===== config.mk =====
export PLATFORM = sky130hd
export DESIGN_NAME = conv_transpose1_module_flat
export DESIGN_NICKNAME = d
export VERILOG_FILES = /design/src/rtl/conv_transpose1_pkg.sv /design/src/rtl/conv_transpose1_if.sv /design/src/rtl/conv_transpose1_mac.sv /design/src/rtl/conv_transpose1_module.sv /design/src/flat_wrapper.sv
export SDC_FILE = /design/constraint.sdc
export NUM_CORES = 1
export LEC_CHECK = 0
export CAP_MARGIN = 20
export CORE_UTILIZATION = 50
export CTS_CLUSTER_SIZE = 20
export DETAILED_ROUTE_END_ITERATION = 7
export HOLD_SLACK_MARGIN = 0.12
export PLACE_DENSITY = 0.85
export SYNTH_ARGS = -nofsm -noshare
export SYNTH_HDL_FRONTEND = slang
export SYNTH_SLANG_ARGS = --single-unit

===== constraint.sdc =====
create_clock -name clk -period 7.5 [get_ports clk]
set_clock_uncertainty 0.1 [all_clocks]
set_input_delay 1.5 -clock clk [delete_from_list [all_inputs] [get_ports clk]]
set_output_delay 1.5 -clock clk [all_outputs]
set_load 0.02 [all_outputs]

===== src/rtl/conv_transpose1_pkg.sv =====
// Shared Q-format constants, coefficient types, FSM encoding and the output saturation
// helper for the 1-D transposed-convolution layer.
package conv_transpose1_pkg;

  localparam int CT_DW   = 16;
  localparam int CT_FRAC = 8;
  localparam int CT_IC   = 2;
  localparam int CT_OC   = 4;
  localparam int CT_K    = 3;
  localparam int CT_S    = 2;
  localparam int CT_P    = 1;
  localparam int CT_IN   = 2;
  localparam int CT_OUT  = (CT_IN - 1) * CT_S - 2 * CT_P + CT_K;

  // Sum of IC*K full-width products plus a preloaded bias, with one bit of headroom.
  localparam int CT_ACC_W = 2 * CT_DW + $clog2(CT_IC * CT_K) + 1;

  typedef logic [CT_IC-1:0][CT_OC-1:0][CT_K-1:0][CT_DW-1:0] weights_t;
  typedef logic [CT_OC-1:0][CT_DW-1:0]                      bias_t;

  localparam weights_t DEFAULT_WEIGHTS = {(CT_IC * CT_OC * CT_K){16'h0040}};
  localparam bias_t    DEFAULT_BIAS    = '0;

  typedef logic [1:0] state_t;
  localparam state_t IDLE  = 2'd0;
  localparam state_t MAC   = 2'd1;
  localparam state_t STORE = 2'd2;
  localparam state_t DONE  = 2'd3;

  localparam logic signed [CT_ACC_W-1:0] SAT_MAX = CT_ACC_W'((2 ** (CT_DW - 1)) - 1);
  localparam logic signed [CT_ACC_W-1:0] SAT_MIN = CT_ACC_W'(-(2 ** (CT_DW - 1)));

  function automatic int cnt_w(input int n);
    return (n > 1) ? $clog2(n) : 1;
  endfunction

  // Floor back to the data Q-format, then clamp to the representable range.
  function automatic logic signed [CT_DW-1:0] saturate(input logic signed [CT_ACC_W-1:0] acc);
    logic signed [CT_ACC_W-1:0] sh;
    sh = acc >>> CT_FRAC;
    if (sh > SAT_MAX) return CT_DW'(SAT_MAX);
    if (sh < SAT_MIN) return CT_DW'(SAT_MIN);
    return CT_DW'(sh);
  endfunction

endpackage


===== src/rtl/conv_transpose1_if.sv =====
// Start/busy/done handshake and block-wide data/result buses of the transposed-conv layer.
interface conv_transpose1_if
  import conv_transpose1_pkg::*;
#(
  parameter int DW  = CT_DW,
  parameter int IC  = CT_IC,
  parameter int IN  = CT_IN,
  parameter int OC  = CT_OC,
  parameter int OUT = CT_OUT
);
  logic                              i_start;
  logic [IC-1:0][IN-1:0][DW-1:0]     i_data;
  logic                              o_busy;
  logic                              o_done_tick;
  logic [OC-1:0][OUT-1:0][DW-1:0]    o_result;

  modport master (output i_start, i_data, input o_busy, o_done_tick, o_result);
  modport slave  (input i_start, i_data, output o_busy, o_done_tick, o_result);
endinterface


===== src/rtl/conv_transpose1_mac.sv =====
// Single accumulator for the layer: bias preload, gated multiply-accumulate, and the
// floor/saturate path back to the data format.
module conv_transpose1_mac
  import conv_transpose1_pkg::*;
(
  input  logic                    clk,
  input  logic                    rst_n,
  input  logic                    clear,
  input  logic                    load,
  input  logic                    acc_en,
  input  logic                    tap_valid,
  input  logic signed [CT_DW-1:0] bias,
  input  logic signed [CT_DW-1:0] x,
  input  logic signed [CT_DW-1:0] w,
  output logic signed [CT_DW-1:0] y_sat
);

  logic signed [2*CT_DW-1:0]  prod;
  logic signed [CT_ACC_W-1:0] acc_d, acc_q;

  always_comb begin
    prod  = x * w;
    acc_d = acc_q;
    if (clear)                      acc_d = '0;
    else if (load)                  acc_d = CT_ACC_W'(bias) <<< CT_FRAC;
    else if (acc_en && tap_valid)   acc_d = acc_q + CT_ACC_W'(prod);
  end

  // NOTE: state registers use non-blocking assignments so every flop samples pre-edge values.
  always_ff @(posedge clk or negedge rst_n) begin
    if (!rst_n) acc_q <= '0;
    else        acc_q <= acc_d;
  end

  assign y_sat = saturate(acc_q);

endmodule


===== src/rtl/conv_transpose1_module.sv =====
// ConvTranspose1d layer: walks (oc, of) outputs, spending one cycle per (ic, k) tap on a
// shared MAC and one cycle to store each saturated result; publishes the block atomically.
module conv_transpose1_module
  import conv_transpose1_pkg::*;
#(
  parameter int DATA_WIDTH       = CT_DW,
  parameter int FRACTIONAL_BITS  = CT_FRAC,
  parameter int NUM_IN_CHANNELS  = CT_IC,
  parameter int NUM_OUT_CHANNELS = CT_OC,
  parameter int KERNEL_SIZE      = CT_K,
  parameter int STRIDE           = CT_S,
  parameter int PADDING          = CT_P,
  parameter int NUM_IN_FRAMES    = CT_IN,
  parameter logic [NUM_IN_CHANNELS-1:0][NUM_OUT_CHANNELS-1:0][KERNEL_SIZE-1:0][DATA_WIDTH-1:0]
                WEIGHTS = DEFAULT_WEIGHTS,
  parameter logic [NUM_OUT_CHANNELS-1:0][DATA_WIDTH-1:0] BIAS = DEFAULT_BIAS
)(
  input logic              clk,
  input logic              rst_n,
  conv_transpose1_if.slave bus
);

  localparam int NUM_OUT_FRAMES = (NUM_IN_FRAMES - 1) * STRIDE - 2 * PADDING + KERNEL_SIZE;
  localparam int OCW = cnt_w(NUM_OUT_CHANNELS);
  localparam int OFW = cnt_w(NUM_OUT_FRAMES);
  localparam int ICW = cnt_w(NUM_IN_CHANNELS);
  localparam int KW  = cnt_w(KERNEL_SIZE);
  localparam int INW = cnt_w(NUM_IN_FRAMES);
  localparam logic [OCW-1:0] OC_LAST = OCW'(NUM_OUT_CHANNELS - 1);
  localparam logic [OFW-1:0] OF_LAST = OFW'(NUM_OUT_FRAMES - 1);
  localparam logic [ICW-1:0] IC_LAST = ICW'(NUM_IN_CHANNELS - 1);
  localparam logic [KW-1:0]  K_LAST  = KW'(KERNEL_SIZE - 1);

  typedef logic [NUM_IN_CHANNELS-1:0][NUM_IN_FRAMES-1:0][DATA_WIDTH-1:0]   in_blk_t;
  typedef logic [NUM_OUT_CHANNELS-1:0][NUM_OUT_FRAMES-1:0][DATA_WIDTH-1:0] out_blk_t;

  state_t         state_d, state_q;
  logic [OCW-1:0] oc_d, oc_q;
  logic [OFW-1:0] of_d, of_q;
  logic [ICW-1:0] ic_d, ic_q;
  logic [KW-1:0]  k_d, k_q;
  in_blk_t        x_d, x_q;
  out_blk_t       work_d, work_q, result_d, result_q;
  logic           busy_d, busy_q, done_d, done_q;

  logic                         acc_clear, acc_load, acc_en, tap_valid;
  logic [INW-1:0]               in_idx;
  int                           tap_t;
  logic signed [DATA_WIDTH-1:0] y_sat;

  // Output frame o receives input frame i through tap k when o + P - k == i*S.
  always_comb begin
    tap_t     = int'(of_q) + PADDING - int'(k_q);
    tap_valid = (tap_t >= 0) && (tap_t % STRIDE == 0) && (tap_t / STRIDE < NUM_IN_FRAMES);
    in_idx    = tap_valid ? INW'(tap_t / STRIDE) : '0;
  end

  conv_transpose1_mac u_mac (
    .clk       (clk),
    .rst_n     (rst_n),
    .clear     (acc_clear),
    .load      (acc_load),
    .acc_en    (acc_en),
    .tap_valid (tap_valid),
    .bias      (BIAS[oc_d]),
    .x         (x_q[ic_q][in_idx]),
    .w         (WEIGHTS[ic_q][oc_q][k_q]),
    .y_sat     (y_sat)
  );

  always_comb begin
    // NOTE: every *_d takes its hold value before the case, so no path infers a latch.
    state_d   = state_q;
    oc_d      = oc_q;
    of_d      = of_q;
    ic_d      = ic_q;
    k_d       = k_q;
    x_d       = x_q;
    work_d    = work_q;
    result_d  = result_q;
    busy_d    = busy_q;
    done_d    = 1'b0;
    acc_clear = 1'b0;
    acc_load  = 1'b0;
    acc_en    = 1'b0;
    case (state_q)
      IDLE: if (bus.i_start) begin
        x_d      = bus.i_data;
        oc_d     = '0;
        of_d     = '0;
        ic_d     = '0;
        k_d      = '0;
        busy_d   = 1'b1;
        acc_load = 1'b1;
        state_d  = MAC;
      end
      MAC: begin
        acc_en = 1'b1;
        if (k_q == K_LAST) begin
          k_d = '0;
          if (ic_q == IC_LAST) begin
            ic_d    = '0;
            state_d = STORE;
          end else begin
            ic_d = ic_q + ICW'(1);
          end
        end else begin
          k_d = k_q + KW'(1);
        end
      end
      STORE: begin
        work_d[oc_q][of_q] = y_sat;
        state_d            = MAC;
        acc_load           = 1'b1;
        if (of_q == OF_LAST) begin
          of_d = '0;
          if (oc_q == OC_LAST) begin
            // Final result lands together with the rest of the block on this edge.
            result_d  = work_d;
            done_d    = 1'b1;
            acc_load  = 1'b0;
            acc_clear = 1'b1;
            state_d   = DONE;
          end else begin
            oc_d = oc_q + OCW'(1);
          end
        end else begin
          of_d = of_q + OFW'(1);
        end
      end
      DONE: begin
        busy_d  = 1'b0;
        state_d = IDLE;
      end
      default: state_d = IDLE;
    endcase
  end

  // NOTE: the working and result arrays are small register files, reset so a
  // mid-job reset leaves o_result reading zero rather than stale data.
  always_ff @(posedge clk or negedge rst_n) begin
    if (!rst_n) begin
      state_q  <= IDLE;
      oc_q     <= '0;
      of_q     <= '0;
      ic_q     <= '0;
      k_q      <= '0;
      x_q      <= '0;
      work_q   <= '0;
      result_q <= '0;
      busy_q   <= 1'b0;
      done_q   <= 1'b0;
    end else begin
      state_q  <= state_d;
      oc_q     <= oc_d;
      of_q     <= of_d;
      ic_q     <= ic_d;
      k_q      <= k_d;
      x_q      <= x_d;
      work_q   <= work_d;
      result_q <= result_d;
      busy_q   <= busy_d;
      done_q   <= done_d;
    end
  end

  assign bus.o_busy      = busy_q;
  assign bus.o_done_tick = done_q;
  assign bus.o_result    = result_q;

endmodule


===== src/flat_wrapper.sv =====
// flat-port wrapper written by rule: the top's interface ports become plain ports
module conv_transpose1_module_flat import conv_transpose1_pkg::*;
#(
  parameter int DATA_WIDTH       = CT_DW,
  parameter int FRACTIONAL_BITS  = CT_FRAC,
  parameter int NUM_IN_CHANNELS  = CT_IC,
  parameter int NUM_OUT_CHANNELS = CT_OC,
  parameter int KERNEL_SIZE      = CT_K,
  parameter int STRIDE           = CT_S,
  parameter int PADDING          = CT_P,
  parameter int NUM_IN_FRAMES    = CT_IN,
  parameter logic [NUM_IN_CHANNELS-1:0][NUM_OUT_CHANNELS-1:0][KERNEL_SIZE-1:0][DATA_WIDTH-1:0]
                WEIGHTS = DEFAULT_WEIGHTS,
  parameter logic [NUM_OUT_CHANNELS-1:0][DATA_WIDTH-1:0] BIAS = DEFAULT_BIAS
)
  (clk, rst_n, bus_i_start, bus_i_data, bus_o_busy, bus_o_done_tick, bus_o_result);
  conv_transpose1_if bus_i ();
  input logic clk;
  input logic rst_n;
  input wire logic [$bits(bus_i.i_start)-1:0] bus_i_start;
  input wire logic [$bits(bus_i.i_data)-1:0] bus_i_data;
  output wire logic [$bits(bus_i.o_busy)-1:0] bus_o_busy;
  output wire logic [$bits(bus_i.o_done_tick)-1:0] bus_o_done_tick;
  output wire logic [$bits(bus_i.o_result)-1:0] bus_o_result;
  assign bus_i.i_start = bus_i_start;
  assign bus_i.i_data = bus_i_data;
  assign bus_o_busy = bus_i.o_busy;
  assign bus_o_done_tick = bus_i.o_done_tick;
  assign bus_o_result = bus_i.o_result;
  conv_transpose1_module #(.DATA_WIDTH(DATA_WIDTH), .FRACTIONAL_BITS(FRACTIONAL_BITS), .NUM_IN_CHANNELS(NUM_IN_CHANNELS), .NUM_OUT_CHANNELS(NUM_OUT_CHANNELS), .KERNEL_SIZE(KERNEL_SIZE), .STRIDE(STRIDE), .PADDING(PADDING), .NUM_IN_FRAMES(NUM_IN_FRAMES), .WEIGHTS(WEIGHTS), .BIAS(BIAS)) u_core (.clk(clk), .rst_n(rst_n), .bus(bus_i));
endmodule

Yosys cells after proc, flatten, opt, wreduce, memory -nomap -nowiden. Cells that the tools add are included.

$lt $le $gt $ge: 12. Multiplexer cells: 56. Multiply operators: 1. Reduce and logical (&&, ||, !) cells: 18. Bitwise gates (word level): 1. Eq/ne operators: 9. Shifts and indexed selects: 0. Div/mod/pow operators: 0. Add/sub/neg operators: 8.

Operators by type and width (number): 192-bit bitwise mux (1); 192-bit 2-to-1 mux (1); 16-bit 2-to-1 mux (9); 36-bit 2-to-1 mux (3); 48-bit binary-select mux with 2-bit select (1); 48-bit demux with 2-bit select (1); 48-bit 2-to-1 mux (2); 16-bit binary-select mux with 2-bit select (2); 32-bit 2-to-1 mux (2); 36-bit by 32-bit adder with 36-bit output (1); 32-bit by 1-bit adder with 32-bit output (1); 16-bit demux with 2-bit select (1); 32-bit by 1-bit >= comparator with 1-bit output (second input constant) (1); 32-bit logical NOT (1); 32-bit by 3-bit less-than comparator with 1-bit output (second input constant) (1); 16-bit by 16-bit multiplier with 32-bit output (1); 32-bit by 3-bit subtractor with 32-bit output (1); 28-bit by 16-bit greater-than comparator with 1-bit output (second input constant) (1); 28-bit by 16-bit less-than comparator with 1-bit output (second input constant) (1); 2-bit 2-to-1 mux (11); 1-bit 2-to-1 mux (15); 2-bit by 3-bit less-than comparator with 1-bit output (second input constant) (4); 2-bit case mux with 2 select lines (3); 2-bit == test (second input constant) (5); 17 further kinds (35).

Word-level logic and storage cells: 141. Bits in registers: 495. Input bits: 67. Bits in read-only memories: 0. Output and inout port bits: 194. Memory bits (writable): 0. Latch bits: 0. Memories: 0.

Depth between registers and ports, before layout. Gate-level depths: netlist of the first run.

Word-level depth: 14. Depth in mapped cells: 24. Depth with buffers taken out: 23.

Hierarchy. From an unflattened synthesis of the first run, not the netlist that was laid out.

Cell total of the unflattened synthesis: 3008. Area total of the unflattened synthesis: 32826.5 um^2.

By module, submodules not included: conv_transpose1_module (times used 1, cells an instance 1488, seq. area each 11085.6 um^2, area each 19079.5 um^2); conv_transpose1_mac (times used 1, cells an instance 1520, seq. area each 900.9 um^2, area each 13746.9 um^2).

Worst setup path before layout of the first run. OpenSTA, ideal clock, no wires.

Path type: flip-flop to flip-flop. Start: reg u_core.of_q[0]. End: reg u_core.u_mac.acc_q[28]. Cell stages (with the launch flop): 24. Period minus slack after synthesis: 6.046 ns. Arrival time: 5.825 ns. Path slack: 1.454 ns. Required time: 7.279 ns. Setup time: 0.121 ns. Buffers on the path: 1. Path through: dfrtp_1 > fa_1 > nor3b_1 > or2_2 > nor2_1 > ha_1 > ha_1 > nor4b_4 > o211ai_4 > buf_2 > mux4_2 > nor2b_1 > ha_1 > ha_1 > ha_1 > fa_1 > a211oi_2 > o211ai_1 > a21o_1 > o21ai_2 > nand2_1 > a311oi_1 > xnor2_1 > a22o_1.

Cells in the longest elaborated chain, start to end: 14. Elaborated cells between the ends (all ways): 28. Classes of those cells: 4 x add/sub; 1 x mul; 2 x order compare; 1 x eq/ne; 14 x mux; 1 x bitwise; 5 x reduce/logical.

Ends and longest elaborated chain: start: declaration (RTL line conv_transpose1_module.sv:39) `logic [OFW-1:0] of_d, of_q;`; start signal: assignment (RTL line conv_transpose1_module.sv:145) `of_q <= '0;`; start signal: assignment (RTL line conv_transpose1_module.sv:156) `of_q <= of_d;`; 2-bit by 1-bit adder with 3-bit output (RTL line conv_transpose1_module.sv:53) `tap_t = int'(of_q) + PADDING - int'(k_q);`; 32-bit by 3-bit subtractor with 32-bit output (RTL line conv_transpose1_module.sv:53); 1-bit AND (no source line); 32-bit by 1-bit adder with 32-bit output (no source line) / 32-bit logical NOT (equally long branches); 32-bit by 3-bit less-than comparator with 1-bit output / 1-bit logical AND (equally long branches) (RTL line conv_transpose1_module.sv:54) `tap_valid = (tap_t >= 0) && (tap_t % STRIDE == 0) && (tap_t / STRIDE < NUM_IN_FRAMES);`; 1-bit logical AND (RTL line conv_transpose1_module.sv:54); 1-bit 2-to-1 mux (RTL line conv_transpose1_module.sv:55) `in_idx = tap_valid ? INW'(tap_t / STRIDE) : '0;`; 16-bit 2-to-1 mux (implied by the code) (2 in a row) (RTL line conv_transpose1_module.sv:66) `.x (x_q[ic_q][in_idx]),`; 16-bit by 16-bit multiplier with 32-bit output (RTL line conv_transpose1_mac.sv:22) `prod = x * w;`; 36-bit by 32-bit adder with 36-bit output (RTL line conv_transpose1_mac.sv:26) `else if (acc_en && tap_valid) acc_d = acc_q + CT_ACC_W'(prod);`; 36-bit 2-to-1 mux (RTL line conv_transpose1_mac.sv:26); 36-bit 2-to-1 mux (RTL line conv_transpose1_mac.sv:25) `else if (load) acc_d = CT_ACC_W'(bias) <<< CT_FRAC;`; 36-bit 2-to-1 mux (RTL line conv_transpose1_mac.sv:24) `if (clear) acc_d = '0;`; end signal: assignment (RTL line conv_transpose1_mac.sv:31) `if (!rst_n) acc_q <= '0;`; end signal: assignment (RTL line conv_transpose1_mac.sv:32) `else acc_q <= acc_d;`; end: declaration (RTL line conv_transpose1_mac.sv:19) `logic signed [CT_ACC_W-1:0] acc_d, acc_q;`.

Several ways; a longest one is shown, not always the timed one. The select of a mux whose other input is x is not followed. A chain may end at the register's enable or synchronous reset.

Worst setup path in the final report of the first run. Ends and elaborated chain as after synthesis.

==> impl_metrics.env, run 1 <==
export IMPL_cts_tree="done"
export IMPL_ys_warn_count=0
export IMPL_wl_met3_um=3863
export IMPL_globalRouteOverflowTotal=0
export IMPL_min_path_cells=2
export IMPL_synth_fa_ha_area_share_pct=5.128
export IMPL_num_antenna_cells=0
export IMPL_vdd_drop_max_mv=0.2960
export IMPL_power_density_nw_per_um2=372.2
export IMPL_final_cell_area_sq_um=26410
export IMPL_syn_cell_area_sq_um=21670
export IMPL_antenna_found_initial=0
export IMPL_finalCritPeriodShare_pct=88.56
export IMPL_pwr_share_seq_pct=31.5
export IMPL_pwr_share_clk_pct=25.2
export IMPL_critPathMaxFanout=19
export IMPL_synth_cell_types=61
export IMPL_seq_area_frac_synth_pct=54.63
export IMPL_syn_num_nets=2368
export IMPL_drc=0
export IMPL_cts_buffer_depth=3
export IMPL_avgViaCountPerCell=5.669
export IMPL_synth_area_leaders="dfrtp_1, o21ai_0, nand2_1"
export IMPL_critPathTopFamily="adder cells"
export IMPL_fp_coreArea_sq_um=42320
export IMPL_chipHeight_um=210.2
export IMPL_power_total_uw=9830
export IMPL_io_pins=261
export IMPL_synth_avg_cell_area_sq_um=9.786
export IMPL_hpwl_um=35770
export IMPL_r2r_cells=22
export IMPL_crit_buf_inv=0
export IMPL_start_util_pct=51.19
export IMPL_max_cap_violations=0
export IMPL_crit_path_top_delay_cell="mux4_2"
export IMPL_placed_cell_area_sq_um=24640
export IMPL_top_layer_used="met4"
export IMPL_grt_pass1_wl_um=89700
export IMPL_die_area_sq_um=44170
export IMPL_synth_top_family_by_area="compound AO/OA/AOI/OAI gates"
export IMPL_tns_ns=0
export IMPL_relSlewSlack_pct=29.80
export IMPL_clk_latency_ns=0.59
export IMPL_synthFlopType="dfrtp_1"
export IMPL_synth_top_area_share_pct=54.63
export IMPL_final_nets=2538
export IMPL_netSwitchingPower_uw=3840
export IMPL_hold_buffers=0
export IMPL_combPwrFrac_pct=43.3
export IMPL_dr_wl_met2_um=26660
export IMPL_synth_xor_area_share_pct=1.461
export IMPL_synthCells=2214
export IMPL_fmax_mhz=150.6
export IMPL_postCtsSetupRepairBufs=0
export IMPL_globalRouteTotalUtil_pct=25.70
export IMPL_htreeDepth=2
export IMPL_slowest_delay_ns=0.58
export IMPL_numClockSinks=473
export IMPL_worst_path_most_repeated_cell="ha_1"
export IMPL_cp_arrival_ns=7.01
export IMPL_muxShareOfSynthArea_pct=6.416
export IMPL_worstSetupEndpointType="flip-flop"
export IMPL_fin_crit_ns=6.642
export IMPL_synth_compound_gate_area_share_pct=16.56
export IMPL_grt_pass1_vias=16800
export IMPL_tightest_slew_ns=1.049
export IMPL_layout_commonest_cell="dfrtp_1"
export IMPL_crit_path_start_kind="flip-flop"
export IMPL_cts_buffers_inserted=50
export IMPL_synthArstFlopShare_pct=100.0
export IMPL_grt_max_degree=252
export IMPL_cellInternalPower_uw=5990
export IMPL_cellLeakagePower_uw=0.01194
export IMPL_rsz0062_at_grt="no"
export IMPL_synth_edff_count=0
export IMPL_outcome="finished, final reports clean"
export IMPL_cts_resized_gates=0
export IMPL_drive_above_1_share_pct=9.909
export IMPL_wl_um=55880
export IMPL_row_count=75
export IMPL_fill_cells=3229
export IMPL_area_growth_pct=21.89
export IMPL_place_gp_congestion=0.8967
export IMPL_critPathRequiredTime_ns=7.86
export IMPL_postRouteAntennaNets=0
export IMPL_multi_input_area_sq_um=9169
export IMPL_path_class="reg -> reg"
export IMPL_ys_seq_elements=473
export IMPL_io_buffers=260
export IMPL_final_cell_mix="dfrtp_1, nand2_1, o21ai_0"
export IMPL_cts_root_buf="clkbuf_16"
export IMPL_clkSlewWorstSetupHoldPaths_ns=0.06
export IMPL_synthSimpleGateAreaFrac_pct=12.33
export IMPL_dr_first_iter_drc_count=1657
export IMPL_setup_viol=0
export IMPL_drv_slew=0
export IMPL_met1_length_um=23560
export IMPL_p_sw_share_pct=39.06
export IMPL_first_pass_iters=5
export IMPL_synth_top_area_cell="dfrtp_1"
export IMPL_regArea_sq_um=11840
export IMPL_min_path_type="reg -> reg"
export IMPL_vias=17000
export IMPL_wl_per_cell_um=18.63
export IMPL_cp_depth=22
export IMPL_die_x_um=210.2
export IMPL_hold_viol=0
export IMPL_crit_chain="fa_1 -> nor3b_1 -> or2_2 -> nor2_1 -> ha_1 -> ha_1 -> nor4b_4 -> o211ai_4 -> mux4_2 -> nor2b_1 -> ha_1 -> ha_1 -> ha_1 -> fa_1 -> a211oi_2 -> o211ai_1 -> a21o_1 -> o21ai_2 -> nand2_1 -> a311oi_1 -> xnor2_1 -> a22o_1"
## synthesized netlist by cell type, types with 2 or more instances
| cell | count |
|---|---|
| a211o_1 | 2 |
| mux4_1 | 5 |
| a22o_1 | 26 |
| o21ai_2 | 2 |
| nor4_1 | 4 |
| inv_1 | 18 |
| o21bai_1 | 2 |
| nor2_1 | 182 |
| o211ai_2 | 2 |
| a22oi_1 | 2 |
| nand4_1 | 3 |
| a21o_1 | 12 |
| mux4_2 | 10 |
| xnor2_1 | 15 |
| nor3_1 | 4 |
| mux2i_1 | 14 |
| and3_1 | 4 |
| a31oi_1 | 3 |
| nand2_1 | 395 |
| xor2_1 | 18 |
| nor2b_1 | 18 |
| a211oi_2 | 2 |
| o211ai_1 | 2 |
| or3_1 | 2 |
| dfrtp_1 | 473 |
| nand3b_1 | 2 |
| a311oi_1 | 3 |
| nand3_1 | 23 |
| o21ai_0 | 374 |
| a21oi_1 | 191 |
| fa_1 | 3 |
| a211oi_1 | 7 |
| buf_1 | 9 |
| o21ai_1 | 16 |
| nor3b_1 | 2 |
| buf_2 | 21 |
| and2_1 | 13 |
| clkbuf_1 | 144 |
| nand2b_1 | 3 |
| mux2_2 | 77 |
| o31ai_1 | 3 |
| ha_1 | 84 |
## flip-flops by register name (all words and copies together), names as in the netlist, 2 cells and up
signal,cells
u_core.bus.o_result,192
u_core.work_q,176
u_core.x_q,64
u_core.u_mac.acc_q,30
u_core.k_q,2
u_core.oc_q,2
u_core.of_q,2
u_core.state_q,2
## area by class of cell
type                       count  share of cell area (%)
multi-input combinational   1548                   34.72
clock buffer                  65                   5.373
tap                          577                   2.734
timing repair buffer         293                   11.16
sequential                   473                   44.82
clock inverter                25                  0.9381
inverter                      18                  0.2558
## per-layer routing
layer,global-route usage (%),vias up
li1,-,7926
met1,34.52,8314
met2,41.90,651
met3,4.753,110
met4,9.137,0
met5,0,-
## power groups by stage
| stage | Clock, uW | Sequential, uW | Combinational (uW) |
|---|---|---|---|
| floorplan | 0 | 3030 | 3000 |
| global placement | 0 | 3110 | 3980 |
| finish | 2480 | 3090 | 4250 |
| detailed placement | 0 | 3130 | 4170 |
| global route | 2630 | 3130 | 4660 |
| CTS | 2530 | 3090 | 4210 |
## cell families (layout without fill, tap and decap cells)
group	count (synthesis)	in the layout
AO/OA/AOI/OAI	660	660
AND/OR/NAND/NOR	659	659
flip-flops	473	473
buffers and inverters	193	401
multiplexers	108	108
adder cells (fa/ha/maj)	87	87
XOR/XNOR	34	34
## worst paths after layout
path | from | endpoint | slack (ns)
worst max-delay path | u_core.of_q[0] | u_core.u_mac.acc_q[28] | 0.86
worst min-delay path | u_core.bus.o_result[191] | u_core.bus.o_result[191] | 0.37
worst max register to register | u_core.of_q[0] | u_core.u_mac.acc_q[28] | 0.86
worst min register to register | u_core.bus.o_result[191] | u_core.bus.o_result[191] | 0.37
max in group asynchronous | rst_n | u_core.x_q[44] | 4.84
min in group asynchronous | rst_n | u_core.bus.o_result[152] | 0.91
## worst register-to-register path: stages (launching register included)
cell      delay [ns]
dfrtp_1         0.46
fa_1            0.57
nor3b_1         0.40
or2_2           0.20
nor2_1          0.04
ha_1            0.17
ha_1            0.31
nor4b_4         0.30
o211ai_4        0.38
mux4_2          0.60
nor2b_1         0.15
ha_1            0.28
ha_1            0.28
ha_1            0.25
fa_1            0.48
a211oi_2        0.24
o211ai_1        0.15
a21o_1          0.22
o21ai_2         0.21
nand2_1         0.12
a311oi_1        0.34
xnor2_1         0.10
a22o_1          0.18
## through the flow
step / worst slack, ns / hold WS [ns] / util (%) / cells
after floorplan: 1.454 / 0.3502 / - / 2214
after global placement: 1.047 / 0.3614 / 58.23 / 2905
after detailed placement: 0.9065 / 0.3631 / 58.23 / 2905
after CTS: 0.8251 / 0.3744 / 62.17 / 2995
after global routing: 0.5651 / 0.3970 / 62.40 / 2999
final: 0.8583 / 0.3747 / 62.40 / 2999
(Power assumes the default switching activity.)
==> run 2: changes to the inputs <==
--- a/config.mk
+++ b/config.mk
@@ -6,11 +6,12 @@
 export NUM_CORES = 1
 export LEC_CHECK = 0
 export CAP_MARGIN = 20
-export CORE_UTILIZATION = 50
+export CORE_UTILIZATION = 56
 export CTS_CLUSTER_SIZE = 20
 export DETAILED_ROUTE_END_ITERATION = 7
 export HOLD_SLACK_MARGIN = 0.12
-export PLACE_DENSITY = 0.85
+export PLACE_DENSITY = 0.92
+export SKIP_LAST_GASP = 1
 export SYNTH_ARGS = -nofsm -noshare
 export SYNTH_HDL_FRONTEND = slang
 export SYNTH_SLANG_ARGS = --single-unit
==> impl_metrics.env, run 2 (synthesis results as in run 1) <==
export IMPL_outcome="complete, but fails checks"
export IMPL_violations="slew limit"
export IMPL_hpwl_um=36390
export IMPL_relSlewSlack_pct=-11.21
export IMPL_cts_resized_gates=0
export IMPL_largest_reg_flops=192
export IMPL_cts_tree="done"
export IMPL_pwr_share_seq_pct=31.6
export IMPL_drv_slew=186
export IMPL_cp_arrival_ns=6.87
export IMPL_start_util_pct=57.25
export IMPL_vias=17620
export IMPL_p_sw_share_pct=39.24
export IMPL_drive_above_1_share_pct=9.561
export IMPL_postCtsSetupRepairBufs=0
export IMPL_cellInternalPower_uw=5942
export IMPL_pwr_share_clk_pct=24.9
export IMPL_layout_commonest_cell="dfrtp_1"
export IMPL_grt_pass1_vias=17240
export IMPL_final_nets=2533
export IMPL_critPathRequiredTime_ns=7.87
export IMPL_placed_cell_area_sq_um=24560
export IMPL_die_x_um=198.7
export IMPL_place_gp_congestion=0.9200
export IMPL_drc=0
export IMPL_htreeDepth=2
export IMPL_area_growth_pct=21.07
export IMPL_max_cap_violations=0
export IMPL_path_class="reg -> reg"
export IMPL_clk_latency_ns=0.59
export IMPL_critPathMaxFanout=12
export IMPL_antenna_found_initial=1
export IMPL_tightest_slew_ns=1.668
export IMPL_first_pass_iters=7
export IMPL_worstSetupEndpointType="flip-flop"
export IMPL_final_cell_mix="dfrtp_1, nand2_1, o21ai_0"
export IMPL_crit_path_start_kind="flip-flop"
export IMPL_finalCritPeriodShare_pct=86.64
export IMPL_dr_first_iter_drc_count=1877
export IMPL_hold_buffers=0
export IMPL_wl_um=58380
export IMPL_wl_per_cell_um=19.94
export IMPL_vdd_drop_max_mv=0.2554
export IMPL_rsz0062_at_grt="no"
export IMPL_globalRouteTotalUtil_pct=30.14
export IMPL_hold_viol=0
export IMPL_tns_ns=0
export IMPL_io_pins=261
export IMPL_power_density_nw_per_um2=372.8
export IMPL_fp_coreArea_sq_um=37840
export IMPL_cellLeakagePower_uw=0.01189
export IMPL_globalRouteOverflowTotal=0
export IMPL_final_cell_area_sq_um=26230
export IMPL_chipHeight_um=198.7
export IMPL_io_buffers=260
export IMPL_grt_max_degree=330
export IMPL_cts_buffers_inserted=46
export IMPL_setup_viol=0
export IMPL_cts_buffer_depth=3
export IMPL_die_area_sq_um=39480
export IMPL_clkSlewWorstSetupHoldPaths_ns=0.06
export IMPL_postRouteAntennaNets=0
export IMPL_cts_root_buf="clkbuf_16"
export IMPL_min_path_type="reg -> reg"
export IMPL_combPwrFrac_pct=43.5
export IMPL_netSwitchingPower_uw=3838
export IMPL_numClockSinks=473
export IMPL_fin_crit_ns=6.498
export IMPL_grt_pass1_wl_um=92140
export IMPL_row_count=71
export IMPL_avgViaCountPerCell=6.016
export IMPL_fmax_mhz=153.9
==> run 2: cell count changes in the layout (fill, tap and decap cells not counted), moves of 2 or more <==
cell	delta
clkbuf_16	-4
bufinv_16	+2
clkbuf_1	+2
clkinv_2	-2
inv_6	-2
==> run 2: routing by layer <==
metal  vias to the layer above  routed length [um]  track usage [%]  part of all wire [%]
met4                         0                2420            14.02                   4.1
met5                         -                   0                0                     0
met1                      8576               22540            39.73                    39
met2                       965               28430            48.89                    49
li1                       7900                   -                -                     -
met3                       175                4998            5.086                   8.6
==> run 2: per-stage QoR <==
step | util [%] | total power (uW) | hold WS [ns] | setup WS [ns] | instances
4_1_cts | 69.12 | 9738 | 0.3848 | 1.037 | 2924
3_5_place_dp | 64.91 | 7269 | 0.3708 | 1.080 | 2839
5_1_grt | 69.32 | 10290 | 0.3941 | 0.5719 | 2928
2_1_floorplan | - | 6030 | 0.3502 | 1.454 | 2214
3_3_place_gp | 64.91 | 7035 | 0.3611 | 1.235 | 2839
6_report | 69.32 | 9780 | 0.3810 | 1.002 | 2928
==> run 2: power groups by stage <==
stage          combinational (uW)  sequential (uW)  clock, uW
2_1_floorplan                3000             3030          0
3_3_place_gp                 3940             3090          0
3_5_place_dp                 4140             3130          0
4_1_cts                      4200             3080       2460
5_1_grt                      4620             3120       2560
6_report                     4250             3090       2430
==> run 2: worst max-delay path, cell delays in order, from the launching register on <==
cell and delay, ns:
dfrtp_1 0.45, fa_1 0.56, nor3b_1 0.40, or2_2 0.21, nor2_1 0.04, ha_1 0.18, ha_1 0.31, nor4b_4 0.31
o211ai_4 0.29, mux4_1 0.53, nor2b_1 0.15, ha_1 0.25, ha_1 0.30, ha_1 0.24, fa_1 0.48, a211oi_2 0.25
o211ai_1 0.16, a21o_1 0.21, o21ai_2 0.22, nand2_1 0.13, a311oi_1 0.33, xnor2_1 0.10, a22o_1 0.18
==> run 2: layout make-up <==
cell class | instances | area [sq um]
repair buffers | 292 | 2933
diodes | 1 | 2.502
inverters | 18 | 67.56
clock buffers | 62 | 1313
flip-flops and latches | 473 | 11840
clock inverters | 23 | 281.5
fillers | 2538 | 11610
well taps | 511 | 639.4
multi-input cells | 1548 | 9159
==> run 2: path summary, 6_finish.rpt <==
path / startpoint / to / slack [ns] / depth (start not counted)
setup / recovery: u_core.of_q[0] / u_core.u_mac.acc_q[28] / 1.00 / 22
hold / removal: u_core.bus.o_result[179] / u_core.bus.o_result[179] / 0.38 / 2
setup reg to reg: u_core.of_q[0] / u_core.u_mac.acc_q[28] / 1.00 / 22
hold reg to reg: u_core.bus.o_result[179] / u_core.bus.o_result[179] / 0.38 / 2
max in group asynchronous: rst_n / u_core.work_q[24] / 5.14 / 2
min in group asynchronous: rst_n / u_core.bus.o_result[133] / 0.73 / 1
==> run 3: changes to the inputs <==
--- a/config.mk
+++ b/config.mk
@@ -5,7 +5,6 @@
 export SDC_FILE = /design/constraint.sdc
 export NUM_CORES = 1
 export LEC_CHECK = 0
-export CAP_MARGIN = 20
 export CORE_UTILIZATION = 56
 export CTS_CLUSTER_SIZE = 20
 export DETAILED_ROUTE_END_ITERATION = 7
==> constraint.sdc (replaced) <==
create_clock -name clk -period 7.36 [get_ports clk]
set_clock_uncertainty 0.1 [all_clocks]
set_input_delay 1.472 -clock clk [delete_from_list [all_inputs] [get_ports clk]]
set_output_delay 1.472 -clock clk [all_outputs]
set_load 0.02 [all_outputs]
==> impl_metrics.env, run 3 (synthesis results as in run 1) <==
export IMPL_hold_buffers=0
export IMPL_wl_per_cell_um=19.91
export IMPL_path_class="reg -> reg"
export IMPL_area_growth_pct=21.22
export IMPL_netSwitchingPower_uw=3931
export IMPL_htreeDepth=2
export IMPL_p_sw_share_pct=39.10
export IMPL_tightest_slew_ns=1.233
export IMPL_die_area_sq_um=39480
export IMPL_rsz0062_at_grt="no"
export IMPL_wl_um=58320
export IMPL_pwr_share_clk_pct=25.6
export IMPL_largest_reg_flops=192
export IMPL_place_gp_congestion=0.9178
export IMPL_fin_crit_ns=6.464
export IMPL_grt_max_degree=330
export IMPL_crit_chain="inv_1 -> fa_1 -> nor3b_1 -> or2_2 -> nor2_1 -> ha_1 -> ha_1 -> nor4b_4 -> o211ai_4 -> mux4_1 -> nor2b_1 -> ha_1 -> ha_1 -> ha_1 -> fa_1 -> a211oi_2 -> o211ai_1 -> a21o_1 -> o21ai_2 -> nand2_1 -> a311oi_1 -> xnor2_1 -> a22o_1"
export IMPL_power_density_nw_per_um2=382.9
export IMPL_cellInternalPower_uw=6125
export IMPL_start_util_pct=57.25
export IMPL_finalCritPeriodShare_pct=87.82
export IMPL_row_count=71
export IMPL_setup_viol=0
export IMPL_layout_commonest_cell="dfrtp_1"
export IMPL_min_path_type="reg -> reg"
export IMPL_cts_buffer_depth=3
export IMPL_cts_buffers_inserted=48
export IMPL_globalRouteOverflowTotal=0
export IMPL_finalNonFillerCells=2929
export IMPL_hpwl_um=36000
export IMPL_numClockSinks=473
export IMPL_io_pins=261
export IMPL_hold_viol=0
export IMPL_clk_latency_ns=0.60
export IMPL_first_pass_iters=6
export IMPL_cts_resized_gates=0
export IMPL_cts_tree="done"
export IMPL_max_cap_violations=0
export IMPL_antenna_found_initial=1
export IMPL_critPathMaxFanout=12
export IMPL_chipHeight_um=198.7
export IMPL_final_nets=2532
export IMPL_cp_arrival_ns=6.85
export IMPL_drv_slew=0
export IMPL_postCtsSetupRepairBufs=0
export IMPL_combPwrFrac_pct=43.0
export IMPL_pwr_share_seq_pct=31.4
export IMPL_cellLeakagePower_uw=0.01189
export IMPL_worstSetupEndpointType="flip-flop"
export IMPL_fp_coreArea_sq_um=37840
export IMPL_vdd_drop_max_mv=0.2830
export IMPL_postRouteAntennaNets=0
export IMPL_globalRouteTotalUtil_pct=30.16
export IMPL_dp_cells=2839
export IMPL_cts_root_buf="clkbuf_16"
export IMPL_crit_path_start_kind="flip-flop"
export IMPL_dr_first_iter_drc_count=1860
export IMPL_fill_cells=2564
export IMPL_critPathRequiredTime_ns=7.75
export IMPL_relSlewSlack_pct=17.81
export IMPL_grt_pass1_wl_um=92510
export IMPL_crit_path_top_delay_cell="mux4_1"
export IMPL_avgViaCountPerCell=5.996
export IMPL_fmax_mhz=154.7
export IMPL_worst_path_most_repeated_cell="ha_1"
export IMPL_clkSlewWorstSetupHoldPaths_ns=0.07
export IMPL_die_x_um=198.7
export IMPL_drc=0
export IMPL_io_buffers=260
export IMPL_grt_pass1_vias=17270
export IMPL_vias=17560
export IMPL_drive_above_1_share_pct=9.475
export IMPL_final_cell_mix="dfrtp_1, nand2_1, o21ai_0"
export IMPL_tns_ns=0
export IMPL_slowest_delay_ns=0.54
export IMPL_outcome="finished, final reports clean"
-- run 3: changes by cell type in the layout (fill, tap and decap cells not counted), sizes merged --
cell / change
bufinv: +1
buf: -3
clkinvlp: +1
clkinv: +2
clkbuf: +4
inv: -4
-- run 3: cell type report --
type	instances	area [sq um]	share of cell area [%]
flip-flops and latches	473	11840	45.07
inverters	18	67.56	0.2573
diodes	1	2.502	0.009528
clock buffers	66	1349	5.136
clock inverters	23	347.8	1.324
well taps	511	639.4	2.434
multi-input cells	1548	9159	34.87
repair buffers	289	2863	10.90
-- run 3: final timing paths --
kind                                                 end  slack (ns)  cells past startpoint                from
worst min-delay path                  u_core.work_q[162]        0.38                      2  u_core.work_q[162]
worst max-delay path              u_core.u_mac.acc_q[28]        0.90                     23       u_core.k_q[1]
worst min register to register        u_core.work_q[162]        0.38                      2  u_core.work_q[162]
worst max register to register    u_core.u_mac.acc_q[28]        0.90                     23       u_core.k_q[1]
max in group asynchronous                 u_core.x_q[47]        5.06                      2               rst_n
min in group asynchronous       u_core.bus.o_result[133]        0.70                      1               rst_n
-- run 3: metal layers --
| layer | up-vias | GRT usage, % | part of all wire, % |
|---|---|---|---|
| met5 | - | 0 | 0 |
| met4 | 0 | 15.04 | 5.0 |
| met3 | 193 | 5.171 | 8.0 |
| met2 | 926 | 48.50 | 47 |
| met1 | 8537 | 39.68 | 40 |
| li1 | 7905 | - | - |
-- run 3: worst max-delay path: cells and delay by family, from the launching register on --
family	cells	cell delay, ns
fa+ha+maj	7	2.25
xor+xnor	1	0.11
simple gates	6	1.23
mux	1	0.54
flops	1	0.38
compound gates	7	1.62
buf+inv	1	0.11
-- run 3: power by group through the flow --
stage	combinational [uW]	clock, uW	sequential (uW)
after floorplan	3060	0	3090
after global placement	4010	0	3160
after detailed placement	4210	0	3190
after CTS	4270	2610	3150
after global routing	4710	2700	3190
final	4330	2570	3160
-- run 3: metrics by stage --
step / total power (uW) / instance area [sq um] / util (%) / hold slack (ns) / setup WS, ns
after global placement: 7171 / 24560 / 64.91 / 0.3611 / 1.098
final: 10060 / 26260 / 69.40 / 0.3823 / 0.8965
after CTS: 10030 / 26260 / 69.39 / 0.3845 / 0.9277
after detailed placement: 7396 / 24560 / 64.91 / 0.3708 / 0.9511
after global routing: 10600 / 26260 / 69.40 / 0.3997 / 0.4372
after floorplan: 6145 / 21670 / - / 0.3502 / 1.314
